[src/rtl/aetcam_write_scheduler_if.sv]
// Request/clear/write-port bundle between the TCAM update logic, the write
// scheduler and the array's per-port address decoders.
interface aetcam_write_scheduler_if #(
  parameter int DEPTH  = 64,
  parameter int WIDTH  = 32,
  parameter int ADDR_W = $clog2(DEPTH)
);
  logic [3:0]          req_valid;
  logic [3:0]          req_ready;
  logic [4*ADDR_W-1:0] req_addr;
  logic [4*WIDTH-1:0]  req_st;
  logic [4*WIDTH-1:0]  req_m;
  logic                clr_req;
  logic                clr_busy;
  logic                clr_done;
  logic [3:0]          wr_en;
  logic [4*ADDR_W-1:0] wr_addr;
  logic [4*WIDTH-1:0]  wr_st;
  logic [4*WIDTH-1:0]  wr_m;

  modport master (
    output req_valid, req_addr, req_st, req_m, clr_req,
    input  req_ready, clr_busy, clr_done, wr_en, wr_addr, wr_st, wr_m
  );

  modport slave (
    input  req_valid, req_addr, req_st, req_m, clr_req,
    output req_ready, clr_busy, clr_done, wr_en, wr_addr, wr_st, wr_m
  );
endinterface

[src/rtl/aetcam_write_scheduler.sv]
// Shares four TCAM write ports among four requesters (round-robin on equal
// addresses) and sequences a whole-array clear four entries per cycle.
module aetcam_write_scheduler #(
  parameter int DEPTH  = 64,
  parameter int WIDTH  = 32,
  parameter int ADDR_W = $clog2(DEPTH)
) (
  input logic                     clk,
  input logic                     rst_n,
  aetcam_write_scheduler_if.slave bus
);

  typedef enum logic {IDLE, CLEAR} state_t;

  localparam int GROUPS = DEPTH / 4;
  localparam int CNT_W  = (ADDR_W > 2) ? ADDR_W - 2 : 1;
  localparam logic [CNT_W-1:0] LAST = CNT_W'(GROUPS - 1);

  state_t              r_state, w_state_nxt;
  logic [1:0]          r_rr_ptr, w_rr_nxt;
  logic [CNT_W-1:0]    r_cnt, w_cnt_nxt;
  logic [3:0]          r_wr_en_p1, w_wr_en_nxt;
  logic [4*ADDR_W-1:0] r_wr_addr_p1, w_wr_addr_nxt;
  logic [4*WIDTH-1:0]  r_wr_st_p1, w_wr_st_nxt;
  logic [4*WIDTH-1:0]  r_wr_m_p1, w_wr_m_nxt;
  logic [3:0]          w_grant;
  logic [3:0]          w_ready;
  logic                w_accept;
  logic                w_conflict;

  // A requester loses only to a valid same-address requester nearer rr_ptr.
  always_comb begin
    logic [1:0] v_pr;
    logic [1:0] v_ps;
    w_grant = '0;
    v_pr    = '0;
    v_ps    = '0;
    for (int r = 0; r < 4; r++) begin
      v_pr       = 2'(r) - r_rr_ptr;
      w_grant[r] = bus.req_valid[r];
      for (int s = 0; s < 4; s++) begin
        v_ps = 2'(s) - r_rr_ptr;
        if ((s != r) && bus.req_valid[s] && (v_ps < v_pr) &&
            (bus.req_addr[s*ADDR_W +: ADDR_W] == bus.req_addr[r*ADDR_W +: ADDR_W]))
          w_grant[r] = 1'b0;
      end
    end
  end

  assign w_accept   = rst_n && (r_state == IDLE) && !bus.clr_req;
  assign w_ready    = w_accept ? w_grant : 4'b0000;
  assign w_conflict = w_accept && |(bus.req_valid & ~w_grant);

  always_comb begin
    w_state_nxt   = r_state;
    w_rr_nxt      = r_rr_ptr;
    w_cnt_nxt     = r_cnt;
    w_wr_en_nxt   = 4'b0000;
    w_wr_addr_nxt = r_wr_addr_p1;
    w_wr_st_nxt   = r_wr_st_p1;
    w_wr_m_nxt    = r_wr_m_p1;
    case (r_state)
      IDLE: begin
        if (bus.clr_req) begin
          w_state_nxt = CLEAR;
          w_cnt_nxt   = '0;
          w_wr_en_nxt = 4'hF;
          w_wr_st_nxt = '0;
          w_wr_m_nxt  = '0;
          for (int p = 0; p < 4; p++)
            w_wr_addr_nxt[p*ADDR_W +: ADDR_W] = ADDR_W'(p);
        end else begin
          w_wr_en_nxt = w_grant;
          for (int p = 0; p < 4; p++) begin
            if (w_grant[p]) begin
              w_wr_addr_nxt[p*ADDR_W +: ADDR_W] = bus.req_addr[p*ADDR_W +: ADDR_W];
              w_wr_st_nxt[p*WIDTH +: WIDTH]     = bus.req_st[p*WIDTH +: WIDTH];
              w_wr_m_nxt[p*WIDTH +: WIDTH]      = bus.req_m[p*WIDTH +: WIDTH];
            end
          end
          if (w_conflict)
            w_rr_nxt = r_rr_ptr + 2'd1;
        end
      end
      CLEAR: begin
        if (r_cnt == LAST) begin
          w_state_nxt = IDLE;
          w_cnt_nxt   = '0;
        end else begin
          w_cnt_nxt   = r_cnt + CNT_W'(1);
          w_wr_en_nxt = 4'hF;
          w_wr_st_nxt = '0;
          w_wr_m_nxt  = '0;
          for (int p = 0; p < 4; p++)
            w_wr_addr_nxt[p*ADDR_W +: ADDR_W] = ADDR_W'(4 * (int'(r_cnt) + 1) + p);
        end
      end
      default: w_state_nxt = IDLE;
    endcase
  end

  // Stage p1: registered write-port drive
  always_ff @(posedge clk) begin
    if (!rst_n) begin
      r_state      <= IDLE;
      r_rr_ptr     <= 2'd0;
      r_cnt        <= '0;
      r_wr_en_p1   <= 4'b0000;
      r_wr_addr_p1 <= '0;
      r_wr_st_p1   <= '0;
      r_wr_m_p1    <= '0;
    end else begin
      r_state      <= w_state_nxt;
      r_rr_ptr     <= w_rr_nxt;
      r_cnt        <= w_cnt_nxt;
      r_wr_en_p1   <= w_wr_en_nxt;
      r_wr_addr_p1 <= w_wr_addr_nxt;
      r_wr_st_p1   <= w_wr_st_nxt;
      r_wr_m_p1    <= w_wr_m_nxt;
    end
  end

  assign bus.req_ready = w_ready;
  assign bus.clr_busy  = (r_state == CLEAR);
  assign bus.clr_done  = (r_state == CLEAR) && (r_cnt == LAST);
  assign bus.wr_en     = r_wr_en_p1;
  assign bus.wr_addr   = r_wr_addr_p1;
  assign bus.wr_st     = r_wr_st_p1;
  assign bus.wr_m      = r_wr_m_p1;

endmodule
[src/flat_wrapper.sv]
// flat-port wrapper written by rule: the top's interface ports become plain ports
module aetcam_write_scheduler_flat 
#(
  parameter int DEPTH  = 64,
  parameter int WIDTH  = 32,
  parameter int ADDR_W = $clog2(DEPTH)
)
  (clk, rst_n, bus_req_valid, bus_req_addr, bus_req_st, bus_req_m, bus_clr_req, bus_req_ready, bus_clr_busy, bus_clr_done, bus_wr_en, bus_wr_addr, bus_wr_st, bus_wr_m);
  aetcam_write_scheduler_if #(.DEPTH(DEPTH), .WIDTH(WIDTH), .ADDR_W(ADDR_W)) bus_i ();
  input logic clk;
  input logic rst_n;
  input wire logic [$bits(bus_i.req_valid)-1:0] bus_req_valid;
  input wire logic [$bits(bus_i.req_addr)-1:0] bus_req_addr;
  input wire logic [$bits(bus_i.req_st)-1:0] bus_req_st;
  input wire logic [$bits(bus_i.req_m)-1:0] bus_req_m;
  input wire logic [$bits(bus_i.clr_req)-1:0] bus_clr_req;
  output wire logic [$bits(bus_i.req_ready)-1:0] bus_req_ready;
  output wire logic [$bits(bus_i.clr_busy)-1:0] bus_clr_busy;
  output wire logic [$bits(bus_i.clr_done)-1:0] bus_clr_done;
  output wire logic [$bits(bus_i.wr_en)-1:0] bus_wr_en;
  output wire logic [$bits(bus_i.wr_addr)-1:0] bus_wr_addr;
  output wire logic [$bits(bus_i.wr_st)-1:0] bus_wr_st;
  output wire logic [$bits(bus_i.wr_m)-1:0] bus_wr_m;
  assign bus_i.req_valid = bus_req_valid;
  assign bus_i.req_addr = bus_req_addr;
  assign bus_i.req_st = bus_req_st;
  assign bus_i.req_m = bus_req_m;
  assign bus_i.clr_req = bus_clr_req;
  assign bus_req_ready = bus_i.req_ready;
  assign bus_clr_busy = bus_i.clr_busy;
  assign bus_clr_done = bus_i.clr_done;
  assign bus_wr_en = bus_i.wr_en;
  assign bus_wr_addr = bus_i.wr_addr;
  assign bus_wr_st = bus_i.wr_st;
  assign bus_wr_m = bus_i.wr_m;
  aetcam_write_scheduler #(.DEPTH(DEPTH), .WIDTH(WIDTH), .ADDR_W(ADDR_W)) u_core (.clk(clk), .rst_n(rst_n), .bus(bus_i));
endmodule
[config.mk]
export PLATFORM = sky130hd
export DESIGN_NAME = aetcam_write_scheduler_flat
export DESIGN_NICKNAME = d
export VERILOG_FILES = /design/src/rtl/aetcam_write_scheduler_if.sv /design/src/rtl/aetcam_write_scheduler.sv /design/src/flat_wrapper.sv
export SDC_FILE = /design/constraint.sdc
export NUM_CORES = 1
export LEC_CHECK = 0
export BUFFER_PORTS_ARGS = -buffer_cell sky130_fd_sc_hd__clkbuf_2
export CAP_MARGIN = 20
export CORE_AREA = 2 2 225 227
export CTS_CLUSTER_DIAMETER = 120
export DETAILED_ROUTE_END_ITERATION = 10
export DIE_AREA = 0 0 227 229
export PLACE_DENSITY = 0.44
export SYNTH_ARGS = -nofsm -noshare
export SYNTH_HDL_FRONTEND = slang
export SYNTH_SLANG_ARGS = --single-unit
export TNS_END_PERCENT = 5
[constraint.sdc]
create_clock -name clk -period 2.8 [get_ports clk]
set_input_delay 0.28 -clock clk [delete_from_list [all_inputs] [get_ports clk]]
set_output_delay 0.28 -clock clk [all_outputs]
set_load 0.005 [all_outputs]
; ---- Word level (Yosys, flattened, before mapping)
; Index checks and enable logic that the tools add are counted.
[word_totals]
mem_bits_ro = 0
input_bits = 287
elab_cells = 138
ramBits = 0
mem_count = 0
latch_bits = 0
output_inout_bits = 290
register_bits = 291
[op_classes]
shifts = 0
div_mod_pow = 0
addsub = 10
mux = 42
bitwise = 4
eq_ne = 19
n_lt_le_gt_ge = 12
reduce_logical = 35
multipliers = 0
[op_table]
columns = op, count
row1 = $pmux 128 s2, 2
row2 = $mux 128, 3
row3 = $mux 32, 8
row4 = $eq 6x6->1, 12
row5 = $mux 24, 2
row6 = $pmux 24 s2, 1
row7 = $logic_and 1x1->1, 28
row8 = $lt 2x2->1, 12
row9 = $mux 6, 4
row10 = $mux 4, 5
row11 = $pmux 4 s2, 2
row12 = $mux 1, 14
row13 = $add 6x3->6 const B, 2
row14 = $ne 3x2->1 const B, 4
row15 = $add 4x1->4 const B, 2
row16 = $reduce_and 2->1, 4
row17 = $add 6x2->6 const B, 1
row18 = $and 4x4->4, 1
row19 = $eq 4x4->1 const B, 1
row20 = $ne 2x2->1 const B, 2
row21 = $not 4->4, 1
row22 = $reduce_or 4->1, 1
row23 = $sub 1x2->2 const A, 2
row24 = $sub 2x2->2 const A, 2
row25 = other kinds (5), 6

; ---- Depth between registers and ports, before layout
[depth]
ltp_word = 12
mapped_depth = 10
depth_no_buf = 8

; ---- Worst setup path after synthesis
; OpenSTA, ideal clock, no wires.
[synth_path]
path_kind = flip-flop to flip-flop
startpoint = reg u_core.r_rr_ptr[1]
endpoint = reg u_core.r_wr_addr_p1[12] (netlist: u_core.bus.wr_addr[12])
setup_time_ns = 0.132
t_required_ns = 2.668
stages_incl_launch_ff = 11
slack_ns = 0.783
n_path_buf = 2
arrival_ns = 1.885
period_less_slack_ns = 2.017
path_cell_list = dfxtp_1 -> inv_1 -> ha_1 -> inv_1 -> nand4_1 -> nor2_1 -> o41a_2 -> buf_2 -> clkbuf_1 -> o21ai_0 -> a21oi_1
[synth_between]
elab_chain_len = 9
elab_cells_between_ends = 18
cone_classes = add/sub (4) / order compare (3) / eq/ne (1) / mux (3) / reduce/logical (7)
[synth_rtl]
columns = element, line
row1 = from (decl), aetcam_write_scheduler.sv:20  ; logic [1:0] r_rr_ptr, w_rr_nxt;
row2 = from (signal assigned), aetcam_write_scheduler.sv:114  ; r_rr_ptr <= w_rr_nxt;
row3 = $sub 1x2->2 or $sub 2x2->2 (tied branches), "aetcam_write_scheduler.sv:42, aetcam_write_scheduler.sv:39"
row4 = $lt 2x2->1, aetcam_write_scheduler.sv:43  ; if ((s != r) && bus.req_valid[s] && (v_ps < v_pr) &&
row5 = $logic_and 1x1->1 (2 in a row), aetcam_write_scheduler.sv:43
row6 = $mux 1 (2 in a row), aetcam_write_scheduler.sv:43
row7 = $mux 1 (*), aetcam_write_scheduler.sv:43
row8 = $ne 3x2->1 (no line) (*), --
row9 = $reduce_and 2->1 (no line) (*), --
row10 = to (signal assigned), aetcam_write_scheduler.sv:117  ; r_wr_addr_p1 <= w_wr_addr_nxt;
row11 = to (decl), aetcam_write_scheduler.sv:23  ; logic [4*ADDR_W-1:0] r_wr_addr_p1, w_wr_addr_nxt;
; Every way passes the cells marked *; elsewhere a longest branch is shown, timed or not.
; A chain may end at the register's enable or synchronous reset.

; ---- Worst setup path in the final report
[layout_path]
startpoint = reg u_core.r_cnt[0]
endpoint = out bus_clr_done
[layout_between]
elab_chain_len = 2
[layout_rtl]
columns = element, line
row1 = from (decl), aetcam_write_scheduler.sv:21  ; logic [CNT_W-1:0] r_cnt, w_cnt_nxt;
row2 = from (signal assigned), aetcam_write_scheduler.sv:115  ; r_cnt <= w_cnt_nxt;
row3 = $eq 4x4->1, aetcam_write_scheduler.sv:125  ; assign bus.clr_done = (r_state == CLEAR) && (r_cnt == LAST);
row4 = $logic_and 1x1->1, aetcam_write_scheduler.sv:125
row5 = to (decl), flat_wrapper.sv:19  ; output wire logic [$bits(bus_i.clr_done)-1:0] bus_clr_done;
; Every way passes these cells.

==> impl_metrics.ini <==
[worst_setup_path]
startpoint = u_core.r_cnt[0]
crit_family = buffers and inverters
path_max_fanout = 73
r2r_setup_slack_ns = 0.35
crit_path_end_kind = output port
cp_cell_sequence = ha_1 -> nand4_1 -> clkinv_4 -> buf_12 -> clkbuf_2
reg2reg_depth = 9
critical_path_depth = 5
critical_path_class = flop to output port
r2r_end = u_core.bus.wr_m[77]
cp.required_ns = 2.52
crit_path_end = bus_clr_done
arrival_ns = 2.36
timing.rr.start = u_core.r_rr_ptr[1]
crit_slowest_cell = clkinv_4
path_buf_inv = 3
startpoint_type = flop
slowest_delay_ns = 0.38

[timing]
whs_ns = 0.0547
fmax_mhz = 378
tightest_slew_ns = 0.825
min_period_ns = 2.64
min_period_over_period_pct = 94.4
setup_viol = 0
max_slew_margin_pct = 45.0
skew_ns = 0.0204
hold_viol = 0
slew_viol_final = 0
rsz0062_at_grt = yes

[route]
vias = 14500
drt_iter0_drc = 825
first_pass_iters = 4
drc = 0
via_per_inst = 5.09
wl_mm = 56.3
drt-wirelength-per-cell_um = 19.7
detail-route-antenna-nets = 0

[power_and_ir_drop]
p_sw_mw = 2.65
p_int_mw = 7.70
vdd_drop_max_mv = 0.393
power.leakage_nw = 7.80
swShare_pct = 25.6
power.clock.fraction_pct = 44.8
pwr-share-comb_pct = 13.4
seq_power_share_pct = 41.9
powerDensity_nw_per_um2 = 538

[synth]
synth_edf_count = 0
ys_seq_area_share_pct = 48.2
synth_mux_area_share_pct = 0.166
synthDominantAreaCellType = dfxtp_1
ys_types = 44
syn_area_um2 = 12100
ys_seq_elements = 291
synth_xor_area_share_pct = 2.75
netlist.area_leader.share_pct = 48.2
synth_area_per_cell_um2 = 8.34
synth_fp_nets = 1741
synthSimpleGateAreaFrac_pct = 16.9
syn_inst = 1449
ys_warn_count = 0
synth-main-ff-cell = dfxtp_1
synth_top_family_by_area = compound AO/OA/AOI/OAI gates
synth-compound-area-share_pct = 25.2
netlist_top_cells_area = dfxtp_1 48%, nand4_1 14%, a21oi_1 12%
synth_adder_area_share_pct = 0.518
async_flop_share_pct = 0

[placement]
gp_congestion = 0.842
dpl.hpwl_mm = 36.2
portBuffers = 576

[clocking]
post-cts-setup-buffers = 0
cts_tree = built
cts_buffers = 36
cts-root-buf = clkbuf_16
path_clk_slew_ns = 0.06
cts_max_level = 2
cts_sinks = 291
clock_latency_ns = 0.53
cts.path.max_buffers = 3

[global_routing]
grt-ovfl-total = 0
grt_pass1_vias = 14600
grt_pass1_wl_mm = 85.5
grt_util_all_layers_pct = 20.7
grt_max_degree = 138
antenna_found_initial = 2

[job]
maxCapViolations = 0

[layout]
layout.nets = 2455
layout_common_cells = 577 x clkbuf_2, 291 x a21oi_1, 291 x dfxtp_1, 267 x nand4_1, 256 x o21ai_0
drive_gt1_share_pct = 31.2
synthToLayoutAreaGrowth_pct = 59.2
postLayoutCoreUtil_pct = 38.7
n_fill_cell = 5155
final_common_cell = clkbuf_2

[status]
status = finished clean

[die]
initial_utilization_pct = 24.3
core_area_um2 = 49700
io_pins = 577
die_w_um = 227
row_count = 82
die_area_um2 = 52000
die_h_um = 229

[min_path]
min_path_cells = 3
hold_class = input pin to flop
==> layer usage <==
| metal | vias up | track usage [%] | part of all wire [%] |
|---|---|---|---|
| met2 | 536 | 35.1 | 48 |
| met4 | 2 | 8.35 | 3.8 |
| met5 | - | 0 | 0.023 |
| met1 | 7018 | 24.9 | 40 |
| li1 | 6873 | - | - |
| met3 | 115 | 5.31 | 7.6 |
==> cells by family (layout without fill, tap and decap cells) <==
group	count (synthesis)	in the layout
AND/OR/NAND/NOR	336	336
AO/OA/AOI/OAI	585	585
other	0	1
XOR/XNOR	38	38
flip-flops	291	291
multiplexers	2	2
buffers and inverters	192	930
adder cells (fa/ha/maj)	5	5
==> worst reg2reg max path: stages, from the launching register on <==
cell	delay, ns
dfxtp_1	0.41
inv_1	0.11
ha_1	0.32
inv_1	0.08
nand4_1	0.07
nor2_1	0.09
nor4_4	0.32
buf_4	0.50
nand4_1	0.28
a21oi_1	0.20
==> through the flow <==
step | instances | setup TNS [ns] | worst slack [ns] | power (mW) | area [µm²]
after global routing | 2860 | -0.0528 | -0.0431 | 10.8 | 19200
final | 2860 | 0 | 0.158 | 10.4 | 19200
after detailed placement | 2550 | 0 | 0.264 | 5.52 | 15600
after CTS | 2858 | 0 | 0.0347 | 10.5 | 19200
after global placement | 2550 | 0 | 0.291 | 5.51 | 15600
after floorplan | 1449 | 0 | 0.783 | 4.90 | 12100
==> power groups by stage <==
| stage | sequential [mW] | combinational, mW | clock (mW) |
|---|---|---|---|
| finish | 4.33 | 1.38 | 4.64 |
| global route | 4.35 | 1.50 | 4.99 |
| CTS | 4.33 | 1.38 | 4.81 |
| detailed placement | 4.42 | 1.10 | 0 |
| global placement | 4.42 | 1.09 | 0 |
| floorplan | 4.42 | 0.480 | 0 |
==> repair_timing <==
item                                    in CTS  in global routing
endpoints found under the hold margin      246                  0
resized for setup                            0                  2
hold buffers                               246                  0
endpoints found under the setup margin       0                  3
==> sequential cells by signal (all words and copies together) (netlist names) <==
name	count
u_core.bus.wr_st	128
u_core.bus.clr_busy	1
u_core.bus.wr_m	128
u_core.r_rr_ptr	2
u_core.r_cnt	4
u_core.bus.wr_addr	24
u_core.bus.wr_en	4
==> cells in the mapped netlist, drive strengths merged, types with 11 or more instances <==
cell,number
xor2,13
xnor2,25
a21oi,291
nor3,11
nand2,17
nand4,267
buf,39
nor2,15
o21ai,267
dfxtp,291
clkbuf,144
==> how the worst min path moves through the flow <==
stage | from | endpoint | slack, ns
2_1_floorplan | bus_req_addr[0] | u_core.bus.wr_addr[0] | 0.43
3_3_place_gp | u_core.bus.wr_m[96] | u_core.bus.wr_m[96] | 0.46
3_5_place_dp | u_core.bus.wr_m[118] | u_core.bus.wr_m[118] | 0.46
4_1_cts | bus_req_m[35] | u_core.bus.wr_m[35] | 0.01
5_1_grt | bus_req_m[102] | u_core.bus.wr_m[102] | 0.03
6_report | bus_req_m[110] | u_core.bus.wr_m[110] | 0.05
==> layout make-up <==
| class | instances | area [µm²] | area share (%) |
|---|---|---|---|
| Multi-Input combinational cell | 966 | 5550 | 28.8 |
| Timing Repair Buffer | 859 | 5820 | 30.3 |
| Inverter | 9 | 46.3 | 0.241 |
| Antenna cell | 1 | 2.50 | 0.0130 |
| Tap cell | 672 | 841 | 4.37 |
| Clock buffer | 56 | 1100 | 5.70 |
| Clock inverter | 6 | 57.6 | 0.299 |
| Sequential cell | 291 | 5830 | 30.3 |
Note: power is estimated with default switching activity, not from simulation.
